<file path="src/rtl/fcvt_i2f.sv">
// fcvt_i2f: multi-cycle 32-bit integer to IEEE-754 binary32 converter.
// The magnitude is normalised one bit per cycle, then rounded in a single
// cycle according to the captured rounding mode.
//
// Ports:
//   clk_i     clock, all state updates on the rising edge
//   rst_i     synchronous active-high reset
//   start_i   conversion request, only looked at while idle
//   int_i     32-bit integer operand, captured on accept
//   signed_i  1 = two's-complement operand, 0 = unsigned; captured on accept
//   rm_i      rounding mode (RNE, RTZ, RDN, RUP, RMM; other codes truncate)
//   busy_o    high while a conversion is in flight
//   done_o    one-cycle pulse when result_o/nx_o are updated
//   result_o  binary32 result, held until the next done_o
//   nx_o      inexact flag, held with result_o
module fcvt_i2f (
    input  logic        clk_i,
    input  logic        rst_i,
    input  logic        start_i,
    input  logic [31:0] int_i,
    input  logic        signed_i,
    input  logic [2:0]  rm_i,
    output logic        busy_o,
    output logic        done_o,
    output logic [31:0] result_o,
    output logic        nx_o
);

    typedef enum logic [1:0] {
        IDLE  = 2'd0,
        NORM  = 2'd1,
        ROUND = 2'd2
    } state_t;

    localparam logic [2:0] RM_RNE = 3'b000;
    localparam logic [2:0] RM_RTZ = 3'b001;
    localparam logic [2:0] RM_RDN = 3'b010;
    localparam logic [2:0] RM_RUP = 3'b011;
    localparam logic [2:0] RM_RMM = 3'b100;

    state_t      state_r;
    state_t      state_next_s;
    logic        busy_r;
    logic        done_r;
    logic [31:0] result_r;
    logic        nx_r;
    logic        sign_r;
    logic [31:0] mag_r;
    logic [2:0]  rm_r;
    logic [7:0]  exp_r;

    logic        sign_in_s;
    logic [31:0] mag_in_s;
    logic        round_bit_s;
    logic        sticky_s;
    logic        inexact_s;
    logic        round_up_s;
    logic [23:0] sig_sum_s;
    logic [22:0] sig_final_s;
    logic [7:0]  exp_final_s;
    logic [31:0] packed_s;

    // Decides whether the truncated significand is bumped by one ulp.
    function automatic logic round_up_f(input logic [2:0] rm, input logic sign,
                                        input logic rnd, input logic sticky,
                                        input logic lsb);
        logic up;
        case (rm)
            RM_RNE:  up = rnd & (sticky | lsb);
            RM_RTZ:  up = 1'b0;
            RM_RDN:  up = sign & (rnd | sticky);
            RM_RUP:  up = ~sign & (rnd | sticky);
            RM_RMM:  up = rnd;
            default: up = 1'b0;
        endcase
        return up;
    endfunction

    // Operand conditioning at accept: sign extraction and magnitude.
    always_comb begin
        sign_in_s = signed_i & int_i[31];
        if (sign_in_s) begin
            mag_in_s = ~int_i + 32'd1;
        end else begin
            mag_in_s = int_i;
        end
    end

    // Rounding and packing of the normalised magnitude (bit 31 is the hidden one).
    always_comb begin
        round_bit_s = mag_r[7];
        sticky_s    = |mag_r[6:0];
        inexact_s   = round_bit_s | sticky_s;
        round_up_s  = round_up_f(rm_r, sign_r, round_bit_s, sticky_s, mag_r[8]);
        sig_sum_s   = {1'b0, mag_r[30:8]} + {23'd0, round_up_s};
        // A carry out of the significand means the value became the next power of two.
        if (sig_sum_s[23]) begin
            sig_final_s = 23'd0;
            exp_final_s = exp_r + 8'd1;
        end else begin
            sig_final_s = sig_sum_s[22:0];
            exp_final_s = exp_r;
        end
        if (mag_r == 32'd0) begin
            packed_s = 32'h0000_0000;
        end else begin
            packed_s = {sign_r, exp_final_s, sig_final_s};
        end
    end

    // Next-state logic.
    always_comb begin
        state_next_s = state_r;
        case (state_r)
            IDLE: begin
                if (start_i) begin
                    if (mag_in_s == 32'd0) begin
                        state_next_s = ROUND;
                    end else begin
                        state_next_s = NORM;
                    end
                end else begin
                    state_next_s = IDLE;
                end
            end
            NORM: begin
                if (mag_r[31]) begin
                    state_next_s = ROUND;
                end else begin
                    state_next_s = NORM;
                end
            end
            ROUND:   state_next_s = IDLE;
            default: state_next_s = IDLE;
        endcase
    end

    // State register and registered busy flag.
    always_ff @(posedge clk_i) begin
        if (rst_i) begin
            state_r <= IDLE;
            busy_r  <= 1'b0;
        end else begin
            state_r <= state_next_s;
            busy_r  <= (state_next_s != IDLE);
        end
    end

    // Datapath: operand capture, one-bit normalisation shifts, result update.
    always_ff @(posedge clk_i) begin
        if (rst_i) begin
            sign_r   <= 1'b0;
            mag_r    <= 32'd0;
            rm_r     <= 3'd0;
            exp_r    <= 8'd0;
            done_r   <= 1'b0;
            result_r <= 32'd0;
            nx_r     <= 1'b0;
        end else begin
            done_r <= 1'b0;
            case (state_r)
                IDLE: begin
                    if (start_i) begin
                        sign_r <= sign_in_s;
                        mag_r  <= mag_in_s;
                        rm_r   <= rm_i;
                        exp_r  <= 8'd158;
                    end
                end
                NORM: begin
                    if (!mag_r[31]) begin
                        mag_r <= {mag_r[30:0], 1'b0};
                        exp_r <= exp_r - 8'd1;
                    end
                end
                ROUND: begin
                    result_r <= packed_s;
                    nx_r     <= (mag_r == 32'd0) ? 1'b0 : inexact_s;
                    done_r   <= 1'b1;
                end
                default: begin
                    done_r <= 1'b0;
                end
            endcase
        end
    end

    assign busy_o   = busy_r;
    assign done_o   = done_r;
    assign result_o = result_r;
    assign nx_o     = nx_r;

endmodule
</file>
<file path="config.mk">
export PLATFORM = sky130hd
export DESIGN_NAME = fcvt_i2f
export DESIGN_NICKNAME = d
export VERILOG_FILES = /design/src/rtl/fcvt_i2f.sv
export SDC_FILE = /design/constraint.sdc
export NUM_CORES = 1
export LEC_CHECK = 0
export ABC_CLOCK_PERIOD_IN_PS = 3500
export CORE_MARGIN = 2
export CORE_UTILIZATION = 55
export DETAILED_ROUTE_END_ITERATION = 7
export PLACE_DENSITY = 0.81
export RECOVER_POWER = 25
export SLEW_MARGIN = 20
export SYNTH_ARGS = -nofsm -noshare
export SYNTH_HDL_FRONTEND = slang
export SYNTH_SLANG_ARGS = --single-unit
</file>
<file path="constraint.sdc">
create_clock -name clk_i -period 3.5 [get_ports clk_i]
set_input_delay 0.7 -clock clk_i [delete_from_list [all_inputs] [get_ports clk_i]]
set_output_delay 0.7 -clock clk_i [all_outputs]
set_load 0.01 [all_outputs]
</file>
## Yosys cells after proc, flatten, opt, wreduce, memory -nomap -nowiden

Index checks and enable logic that the tools add are counted.
W data, S select, Z words.

| storage, ports and cells | value |
|---|---|
| output and inout port bits | 35 |
| bits in registers | 81 |
| word-level logic and storage cells | 56 |
| bits of input ports | 39 |

| cells by class | value |
|---|---|
| reductions and logical operators | 10 |
| add/subtract/negate cells | 4 |
| mux-type cells | 17 |
| equal/unequal tests | 7 |
| bitwise operators | 8 |

Operators by type and width:

| cell | count |
|---|---|
| $mux W32 | 4 |
| $logic_not A32 Y1 | 2 |
| $pmux W32 S2 | 1 |
| $add A32 B1 Y32 const B | 1 |
| $not A32 Y32 | 1 |
| $add A23 B1 Y24 | 1 |
| $mux W8 | 3 |
| $mux W23 | 1 |
| $pmux W8 S2 | 1 |
| $add A8 B1 Y8 const B | 1 |
| $sub A8 B1 Y8 const B | 1 |
| $reduce_or A7 Y1 | 1 |
| $eq A3 B2 Y1 const B | 2 |
| $mux W2 | 3 |
| $and A1 B1 Y1 | 4 |
| $ne A2 B2 Y1 const B | 2 |
| $pmux W1 S4 | 1 |
| $pmux W2 S2 | 1 |
| $reduce_and A2 Y1 | 2 |
| $reduce_bool A2 Y1 | 2 |
| $eq A3 B3 Y1 const B | 1 |
| $logic_not A3 Y1 | 1 |
| $reduce_and A3 Y1 | 1 |
| $eq A2 B1 Y1 const B | 1 |
| 5 further kinds | 7 |

## Longest topological paths before layout

Gate-level depths: netlist of run 1.

| depth | value |
|---|---|
| word-level depth | 8 |
| depth in mapped cells | 15 |
| depth with buffers taken out | 15 |

## Worst setup path before layout of run 1

No wires, ideal clock.

| timing path | value |
|---|---|
| path kind | input port to flip-flop |
| start point | input port int_i[1] |
| end point | register state_r[0] |
| data arrival time | 2.846 ns |
| setup time | 0.128 ns |
| cell stages on the path | 9 |
| required time | 3.372 ns |
| path buffers | 0 |
| path slack | 0.526 ns |
| cells stage by stage | inv_1 ha_1 nor3b_1 a31oi_1 or4b_1 a2111oi_0 nand4_1 nor4b_2 o21ai_0 |

| between the ends | value |
|---|---|
| longest elaborated chain between the ends | 7 |

RTL lines:

| item | RTL line | text |
|---|---|---|
| start: declaration | 20 | `input logic [31:0] int_i,` |
| $not A32 Y32 | 83 | `mag_in_s = ~int_i + 32'd1;` |
| $add A32 B1 Y32 | 83 |  |
| $mux W32 (*) | 82 | `if (sign_in_s) begin` |
| $logic_not A32 Y1 (*) | 117 | `if (mag_in_s == 32'd0) begin` |
| $mux W2 (*) | 117 |  |
| $mux W2 (*) | 116 | `if (start_i) begin` |
| $pmux W2 S2 (*) | 114 | `case (state_r)` |
| end signal: assignment | 144 | `state_r <= state_next_s;` |
| end: declaration | 41 | `state_t state_r;` |

Mark *: on every way between the ends. The rest lies on a longest branch, timed or not.
A chain may end at the register's enable or synchronous reset.

## Worst setup path in the final report of run 1

| timing path | value |
|---|---|
| start point | register mag_r[4] |
| end point | register result_r[24], in the netlist result_o[24] |

| between the ends | value |
|---|---|
| longest elaborated chain between the ends | 7 |
| elaborated cells on any way between the ends | 11 |
| classes of those cells | add/sub: 1; mux: 3; bitwise: 5; reduce/logical: 2 |

RTL lines:

| item | RTL line | text |
|---|---|---|
| start: declaration | 48 | `logic [31:0] mag_r;` |
| start signal: assignment | 165 | `mag_r <= mag_in_s;` |
| start signal: assignment | 172 | `mag_r <= {mag_r[30:0], 1'b0};` |
| $reduce_or A7 Y1 | 92 | `sticky_s = \|mag_r[6:0];` |
| $or A1 B1 Y1, on equally long branches | 71, 72, 69 |  |
| $and A1 B1 Y1, on equally long branches | 72, 69, 71 |  |
| $pmux W1 S4 | 68 | `case (rm)` |
| $add A23 B1 Y24 | 95 | `sig_sum_s = {1'b0, mag_r[30:8]} + {23'd0, round_up_s};` |
| $mux W8 | 97 | `if (sig_sum_s[23]) begin` |
| $mux W32 (*) | 104 | `if (mag_r == 32'd0) begin` |
| end signal: assignment | 177 | `result_r <= packed_s;` |
| end: declaration | 45 | `logic [31:0] result_r;` |

Marks and branches as above.

==> results of run 1 <==
==> through the flow <==
step	instance area, um2	std cells	TNS, ns
after CTS	6200	845	0
final	6190	845	0
after global routing	6190	845	0
after global placement	5970	829	0
after floorplan	4890	639	0
after detailed placement	5970	829	-0.141
==> flip-flops by register name (all words and copies together) (netlist names) <==
| name | cells |
|---|---|
| done_o | 1 |
| sign_r | 1 |
| result_o | 32 |
| exp_r | 8 |
| state_r | 2 |
| rm_r | 3 |
| nx_o | 1 |
| busy_o | 1 |
| mag_r | 32 |
==> worst max-delay path: stages (launching register included) <==
cell	delay [ns]
dfxtp_1	0.37
nor4_1	0.08
nand2_1	0.11
nor2_1	0.08
nor3b_2	0.21
a21oi_1	0.11
o2bb2ai_1	0.19
ha_1	0.25
nand3_1	0.21
or3_1	0.49
nor4_4	0.41
buf_4	0.21
mux2i_1	0.18
nor2_1	0.06
a21oi_1	0.14
nor2_1	0.06
==> final timing paths <==
check	startpoint	slack, ns	endpoint	cells after the start
max	mag_r[4]	0.20	result_o[24]	15
min	result_o[27]	0.45	result_o[27]	2
max reg2reg	mag_r[4]	0.20	result_o[24]	15
min reg2reg	result_o[27]	0.45	result_o[27]	2
==> kinds of logic after synthesis <==
kind of cell,Yosys count
AND/OR/NAND/NOR,284
AO/OA/AOI/OAI,151
buffers and inverters,56
multiplexers,3
flip-flops,81
XOR/XNOR,59
adder cells (fa/ha/maj),5
==> power groups by stage <==
stage / registers, uW / logic, uW / clock network [uW]
after floorplan: 1080 / 388 / 0
after global placement: 1120 / 561 / 0
after detailed placement: 1130 / 578 / 0
after CTS: 1110 / 584 / 777
after global routing: 1120 / 647 / 814
final: 1110 / 590 / 770
==> layout by cell type, fill, tap and decap left out, types with 10 or more instances in the layout <==
cell type / count
nor2_1: 106
dfxtp_1: 81
nand2_1: 62
clkdlybuf4s50_1: 51
buf_4: 51
o21ai_0: 35
xor2_1: 33
a22oi_1: 28
a21oi_1: 26
xnor2_1: 26
nor4_1: 21
nor3_1: 21
dlygate4sd3_1: 21
a211oi_1: 15
inv_1: 11
nand4_1: 11
nand3_1: 11
and3_1: 10
clkbuf_8: 10
==> layout make-up <==
type	instances	area, um2
Multi-Input combinational cell	502	3050
Fill cell	729	2480
Sequential cell	81	1620
Timing Repair Buffer	127	1120
Clock buffer	10	138
Tap cell	108	135
Clock inverter	6	90.1
Inverter	11	41.3
==> layer usage <==
layer  global-route usage, %  vias up
met5                       0        -
met4                    13.0        0
met2                    53.4      255
li1                        -     2499
met3                    4.80       46
met1                    35.1     2437
==> flow_summary.ini, run 1 <==
[run_status]
outcome = completed

[worst_setup_path]
required_ns = 3.72
crit_type = reg -> reg
arrival_ns = 3.52
crit_fanout = 4
start_kind = flip-flop
cp-end-kind = flip-flop

[drt]
wl_per_cell_um = 17.4
dr.pass1.iters = 5
wl_met1_um = 5980
routed_wl_um = 14700
num_vias = 5237
highest_layer = met4
wl_met3_um = 985
drt-vias-per-instance = 6.20
drtIter0Drc = 396
antenna_left = 0
met2WireLength_um = 7210
drc = 0

[clock_tree]
ctsHtreeMaxLevel = 3
post_cts_buffers = 0
cts_resized = 0
insertion_delay_ns = 0.36
cts.path.max_buffers = 2
cts_hold_buf = 0
cts_tree = done
clock-sinks = 81
numCtsBuffers = 9
cts.clk_slew.worst_paths_ns = 0.09
root_buffer = clkbuf_8

[pwr]
cellLeakagePower_uw = 0.00244
clkPwrFrac_pct = 31.1
switching_share_pct = 32.1
ir_drop_uv = 235
pwr-share-seq_pct = 45.0
p_sw_uw = 795
p_int_uw = 1680
totalPowerFinal_uw = 2470
p_per_area_nw_per_um2 = 399
pwr-share-comb_pct = 23.8

[floorplanning]
die_h_um = 98.3
ios = 74
dieArea_um2 = 9660
placementRows = 34
start_util_pct = 56.3
core_area_um2 = 8680
chipWidth_um = 98.3

[synthesis]
ys_async_sr_fraction_pct = 0
synth_area_leaders = dfxtp_1 (33%), nor2_1 (8.1%), xor2_1 (5.9%), nand2_1 (4.8%), xnor2_1 (4.7%)
synth_top_family_by_area = simple AND/OR/NAND/NOR gates
netlist_top_cells_count = nor2_1 (106), dfxtp_1 (81), nand2_1 (62)
synth_cell_types = 59
synth_most_common_cell = nor2_1
synth_xor_area_share_pct = 10.6
synth_top_area_share_pct = 33.2
synthCells = 639
synth_compound_area_share_pct = 21.4
syn_nets = 683
synth_largest_area_cell = dfxtp_1
synth-edff-count = 0
synthFlopType = dfxtp_1
syn_area_um2 = 4890
yosysWarnings = 0
synth_fa_ha_area_share_pct = 1.28
synth-simple-area-share_pct = 28.4
synth_seq_cells = 81
syn_avg_cell_area_um2 = 7.65
yosysSeqAreaShare_pct = 33.2
synth.area.mux_share_pct = 0.614

[cells_and_area]
area_delta_synth_final_pct = 26.7
drive_above_1_share_pct = 10.7
final_nets = 776
insertedDiodeCount = 0
final_util_pct = 71.4

[sta]
setup_viol = 0
setup_ws_ns = 0.199
slew_headroom_pct = 19.6
hold_viol = 0
finalMaxSlewViolations = 0
period_needed_ns = 3.30
fmax_ghz = 0.303
clock_skew_ns = 0.0132
grt_setup_unrepaired = no
finalCritPeriodShare_pct = 94.3
holdWs_ns = 0.451
worst_pin_slew_ns = 1.21

[global_route]
antenna_found_initial = 0
track_usage_pct = 29.8
grt_pass1_vias = 4892
grt_pass1_wl_um = 23400
grt_max_degree = 40
grt_remaining_overflow = 0

[job]
max_cap_violations = 0

[placed_design]
hpwl_um = 11100
routabilityCongestion = 0.907
pre_cts_slack_ns = -0.101
port_buffers = 73

[min_path]
hp-class = reg -> reg
Power figures use the tool's default switching activity.
==> run 2, diff against run 1 <==
- CELL_PAD_IN_SITES_DETAIL_PLACEMENT: unset -> 0
- CELL_PAD_IN_SITES_GLOBAL_PLACEMENT: unset -> 1
- CORE_UTILIZATION: 55 -> 40
- PLACE_DENSITY: 0.81 -> unset
- PLACE_DENSITY_LB_ADDON: unset -> 0.1
==> run 2 against run 1 <==
  * Count of clock-buffer cells in the layout unchanged
  * Clock power up 23%
  * Register-to-register slack better by 0.07 ns
  * Critical path depth down 1
  * Highest routed layer unchanged
==> flow_summary.ini, run 2 (synthesis results as in run 1) <==
[placed_design]
port_buffers = 73
dp_cells = 878
routabilityCongestion = 0.901
hpwl_um = 11700
pre_cts_slack_ns = -0.122

[min_path]
whs_path_depth = 2
hp-class = reg -> reg
hp-start = result_o[25]

[sta]
slew_headroom_pct = 13.7
setup_ws_ns = 0.270
setup_viol = 0
fmax_ghz = 0.310
grt_setup_unrepaired = no
fin_tns_setup_ns = 0
worst_pin_slew_ns = 1.30
finalMaxSlewViolations = 0
holdWs_ns = 0.448
period_needed_ns = 3.23
finalCritPeriodShare_pct = 92.3
clock_skew_ns = 0.00635
hold_viol = 0

[worst_setup_path]
max_stage_delay_ns = 0.46
endpoint = result_o[29]
cp.depth = 14
required_ns = 3.77
crit_type = reg -> reg
crit_chain = nor3_1 -> nand2_1 -> nor2_1 -> nor3b_1 -> a21oi_1 -> o2bb2ai_1 -> ha_1 -> nand3_1 -> or3_1 -> nor4_4 -> and3_1 -> nand4_1 -> xor2_1 -> o21ai_0
cp-end-kind = flip-flop
start_kind = flip-flop
r2r-end = result_o[29]
cp_top_family = simple AND/OR/NAND/NOR gates
crit_fanout = 5
crit_start = mag_r[0]
reg2reg_slack_ns = 0.27
arrival_ns = 3.50
cpMaxStageDelayCell = or3_1
reg2reg_from = mag_r[0]
worstRegToRegCells = 14
cp.buffers_inverters = 0

[drt]
routed_wl_um = 15300
dr.pass1.iters = 5
wl_per_cell_um = 17.1
drtIter0Drc = 344
drc = 0
drt-vias-per-instance = 5.67
antenna_left = 0
num_vias = 5068

[job]
max_cap_violations = 0

[global_route]
antenna_found_initial = 0
grt_max_degree = 32
met3_usage_pct = 3.49
grt_remaining_overflow = 0
grt_pass1_wl_um = 24700
grt_util_met2_pct = 40.4
grtUsageMet1_pct = 31.2
track_usage_pct = 23.8
busiest_layer = met2
grt_pass1_vias = 4817

[floorplanning]
placementRows = 40
dieArea_um2 = 13100
chipWidth_um = 115
ios = 74
die_h_um = 115
core_area_um2 = 12000
start_util_pct = 40.9

[clock_tree]
insertion_delay_ns = 0.34
clock-sinks = 81
cts_hold_buf = 0
cts.clk_slew.worst_paths_ns = 0.06
cts.path.max_buffers = 2
cts_tree = done
numCtsBuffers = 9
root_buffer = clkbuf_16
ctsHtreeMaxLevel = 3

[run_status]
outcome = completed

[cells_and_area]
drive_above_1_share_pct = 11.5
fillers = 1194
insertedDiodeCount = 0
layout_common_cells = nor2_1 (106), dfxtp_1 (81), nand2_1 (62)
layout_commonest_cell = nor2_1
stdcell_count = 894
final_nets = 786
area_delta_synth_final_pct = 30.6

[pwr]
cellLeakagePower_uw = 0.00250
p_per_area_nw_per_um2 = 416
totalPowerFinal_uw = 2660
ir_drop_uv = 224
run 2: changes by cell type in the layout (fill, tap and decap cells not counted), sizes merged:
cell | previous run | this run
clkdlybuf4s50 | 51 | 52
dlygate4sd3 | 21 | 20
clkbuf | 13 | 14
clkinv | 2 | 4
bufinv | 2 | 1
buf | 52 | 61
inv | 12 | 11
run 2: repair_timing:
item,4_1_cts,5_1_grt
buffers inserted,0,0
setup endpoints to repair,0,2
gates resized for setup,0,1
hold endpoints to repair,0,0
run 2: worst min-delay path by stage:
stage | to | slack [ns]
after floorplan | rm_r[0] | 0.44
after CTS | result_o[30] | 0.46
after global routing | result_o[25] | 0.48
after detailed placement | result_o[30] | 0.44
after global placement | result_o[30] | 0.44
final | result_o[25] | 0.45
run 2: metrics by stage:
stage,area [um2],util (%)
2_1_floorplan,4890,-
3_3_place_gp,6100,51.0
3_5_place_dp,6100,51.0
4_1_cts,6390,53.5
5_1_grt,6380,53.3
6_report,6380,53.3
run 2: tightest hold or removal path, delay by kind of cell, from the launching register on:
kind | cells | cell delay (ns)
and+or+nand+nor | 1 | 0.04
DFF | 1 | 0.32
AOI/OAI and AO/OA | 1 | 0.05
run 2: layout make-up:
type	instances	area [um2]	area share [%]
multi-input combinational	502	3040	47.7
sequential	81	1620	25.4
timing repair buffer	137	1190	18.7
clock buffer	10	229	3.59
tap	147	184	2.88
clock inverter	6	68.8	1.08
inverter	11	41.3	0.647
run 2: report_power, final:
| part | total [uW] | internal (uW) | switching [uW] |
|---|---|---|---|
| Sequential | 1120 | 997 | 119 |
| Clock | 947 | 555 | 392 |
| Combinational | 592 | 263 | 329 |
run 2: layer usage:
layer | vias to the layer above | routed length, um
met5 | - | 0
met4 | 0 | 281
li1 | 2513 | -
met3 | 22 | 855
met2 | 186 | 7330
met1 | 2347 | 6810
==> run 3, diff against run 2 <==
- ABC_CLOCK_PERIOD_IN_PS: 3500 -> 2950
- CELL_PAD_IN_SITES_DETAIL_PLACEMENT: 0 -> 1
- CORE_UTILIZATION: 40 -> 36
- clock period: 3.5 -> 2.95 ns (I/O delays scaled with it)
==> run 3 against run 2 <==
  * The flow now finishes with violations (negative setup slack)
  * Critical endpoint is now result_o[24]
  * Maximum frequency rose by 7.3%
  * First-iteration DRC count decreased by 34%
  * Register-to-register slack worse by 0.33 ns
  * Count of clock-buffer cells in the layout is 2 higher
  * Combinational power increased by 47%
  * Clock skew grew 0.0035 ns
  * Sequential share of layout area shrank 2.9 points
  * Flip-flop and latch count stayed put
  * Critical path depth is 1 higher
==> flow_summary.ini, run 3 (synthesis results as in run 1) <==
[sta]
slew_headroom_pct = 36.5
holdWs_ns = 0.451
worst_pin_slew_ns = 0.949
setup_ws_ns = -0.0593
grt_setup_unrepaired = yes
finalCritPeriodShare_pct = 102
clock_skew_ns = 0.00981
setup_viol = 18
hold_viol = 0
period_needed_ns = 3.01
finalMaxSlewViolations = 0
fmax_ghz = 0.332

[clock_tree]
clock-sinks = 81
ctsHtreeMaxLevel = 3
insertion_delay_ns = 0.34
cts_tree = done
cts_hold_buf = 0
numCtsBuffers = 9
root_buffer = clkbuf_16
cts.clk_slew.worst_paths_ns = 0.06
cts.path.max_buffers = 2

[worst_setup_path]
crit_top_cell = nor2_1
cpMaxStageDelayCell = nor4_4
crit_type = reg -> reg
reg2reg_from = mag_r[0]
cp-end-kind = flip-flop
crit_fanout = 4
r2r-end = result_o[24]
start_kind = flip-flop
required_ns = 3.17
worstRegToRegCells = 15
cp.buffers_inverters = 1
reg2reg_slack_ns = -0.06
arrival_ns = 3.23
max_stage_delay_ns = 0.39
cp_top_family = simple AND/OR/NAND/NOR gates
crit_chain = nor3_1 -> nand2_2 -> nor3_2 -> nor3b_1 -> a21oi_2 -> o2bb2ai_2 -> ha_2 -> nand3_2 -> or3_4 -> nor4_4 -> buf_4 -> mux2i_1 -> nor2_1 -> a21oi_1 -> nor2_1

[global_route]
grt_remaining_overflow = 0
antenna_found_initial = 0
grt_max_degree = 37
track_usage_pct = 24.6
grt_pass1_vias = 5691
grt_pass1_wl_um = 28600

[min_path]
hp-class = reg -> reg
hp-start = result_o[28]
holdPathEnd = result_o[28]
whs_path_depth = 2

[floorplanning]
dieArea_um2 = 14500
start_util_pct = 36.9
chipWidth_um = 121
core_area_um2 = 13200
ios = 74
placementRows = 42
die_h_um = 121

[cells_and_area]
layout_commonest_cell = buf_4
drive_above_1_share_pct = 25.6
layout_common_cells = buf_4 (130), nor2_1 (103), dfxtp_1 (74)
final_nets = 857
final_cell_area_um2 = 7250
insertedDiodeCount = 0
area_delta_synth_final_pct = 48.4
fillers = 1654

[drt]
drc = 0
wl_per_cell_um = 18.2
drt-vias-per-instance = 5.52
routed_wl_um = 18100
num_vias = 5487
dr.pass1.iters = 5
antenna_left = 0
drtIter0Drc = 228

[placed_design]
port_buffers = 73
placed_area_um2 = 6540
hpwl_um = 13500
routabilityCongestion = 0.883

[pwr]
ir_drop_uv = 255
cellLeakagePower_uw = 0.00291
p_per_area_nw_per_um2 = 449

[run_status]
failed_checks = negative setup slack
outcome = finished with violations

[job]
max_cap_violations = 0
## run 3: what timing repair did
item                       4_1_cts  5_1_grt
resized for setup               18       61
pin swaps                        8       31
buffers inserted                 3       12
cloned                           0        2
setup endpoints to repair       33       34
hold endpoints to repair         0        0
## run 3: area by class of cell
type,instances,area [um2],area share [%]
sequential,81,1630,22.5
timing repair buffer,208,1770,24.4
clock buffer,12,256,3.54
multi-input combinational,502,3310,45.6
inverter,11,41.3,0.569
clock inverter,4,26.3,0.362
tap,176,220,3.04
## run 3: how the worst max path moves through the flow
stage,start,endpoint,slack [ns],cells after the start
after global routing,mag_r[0],result_o[24],-0.27,15
final,mag_r[0],result_o[24],-0.06,15
after floorplan,mag_r[0],result_o[29],0.02,15
after CTS,int_i[16],state_r[0],0.006,9
after detailed placement,int_i[0],state_r[0],-0.52,10
after global placement,int_i[0],state_r[0],-0.39,10
## run 3: tightest hold or removal path: stages (launching register included)
cell     delay (ns)
dfxtp_1        0.31
nand2_1        0.05
o21ai_1        0.05
## run 3: stage by stage
| step | instances | utilization [%] | total power [uW] | TNS, ns | worst slack (ns) |
|---|---|---|---|---|---|
| after global placement | 961 | 49.4 | 2110 | -2.29 | -0.387 |
| after global routing | 994 | 54.8 | 3420 | -6.06 | -0.266 |
| after floorplan | 639 | - | 1740 | 0 | 0.0227 |
| final | 994 | 54.8 | 3260 | -0.438 | -0.0593 |
| after CTS | 980 | 52.2 | 3210 | 0 | 0.00581 |
| after detailed placement | 961 | 49.4 | 2140 | -5.66 | -0.523 |
## run 3: per-layer routing
layer	vias to the layer above	GRT usage, %	routed length, um
met3	25	2.45	585
met5	-	0	0
met4	0	8.36	421
met1	2680	30.3	7770
li1	2647	-	-
met2	135	44.6	9320
## run 3: power by group
part           internal [uW]  switching (uW)
registers               1190             137
logic                    408             464
clock network            616             445
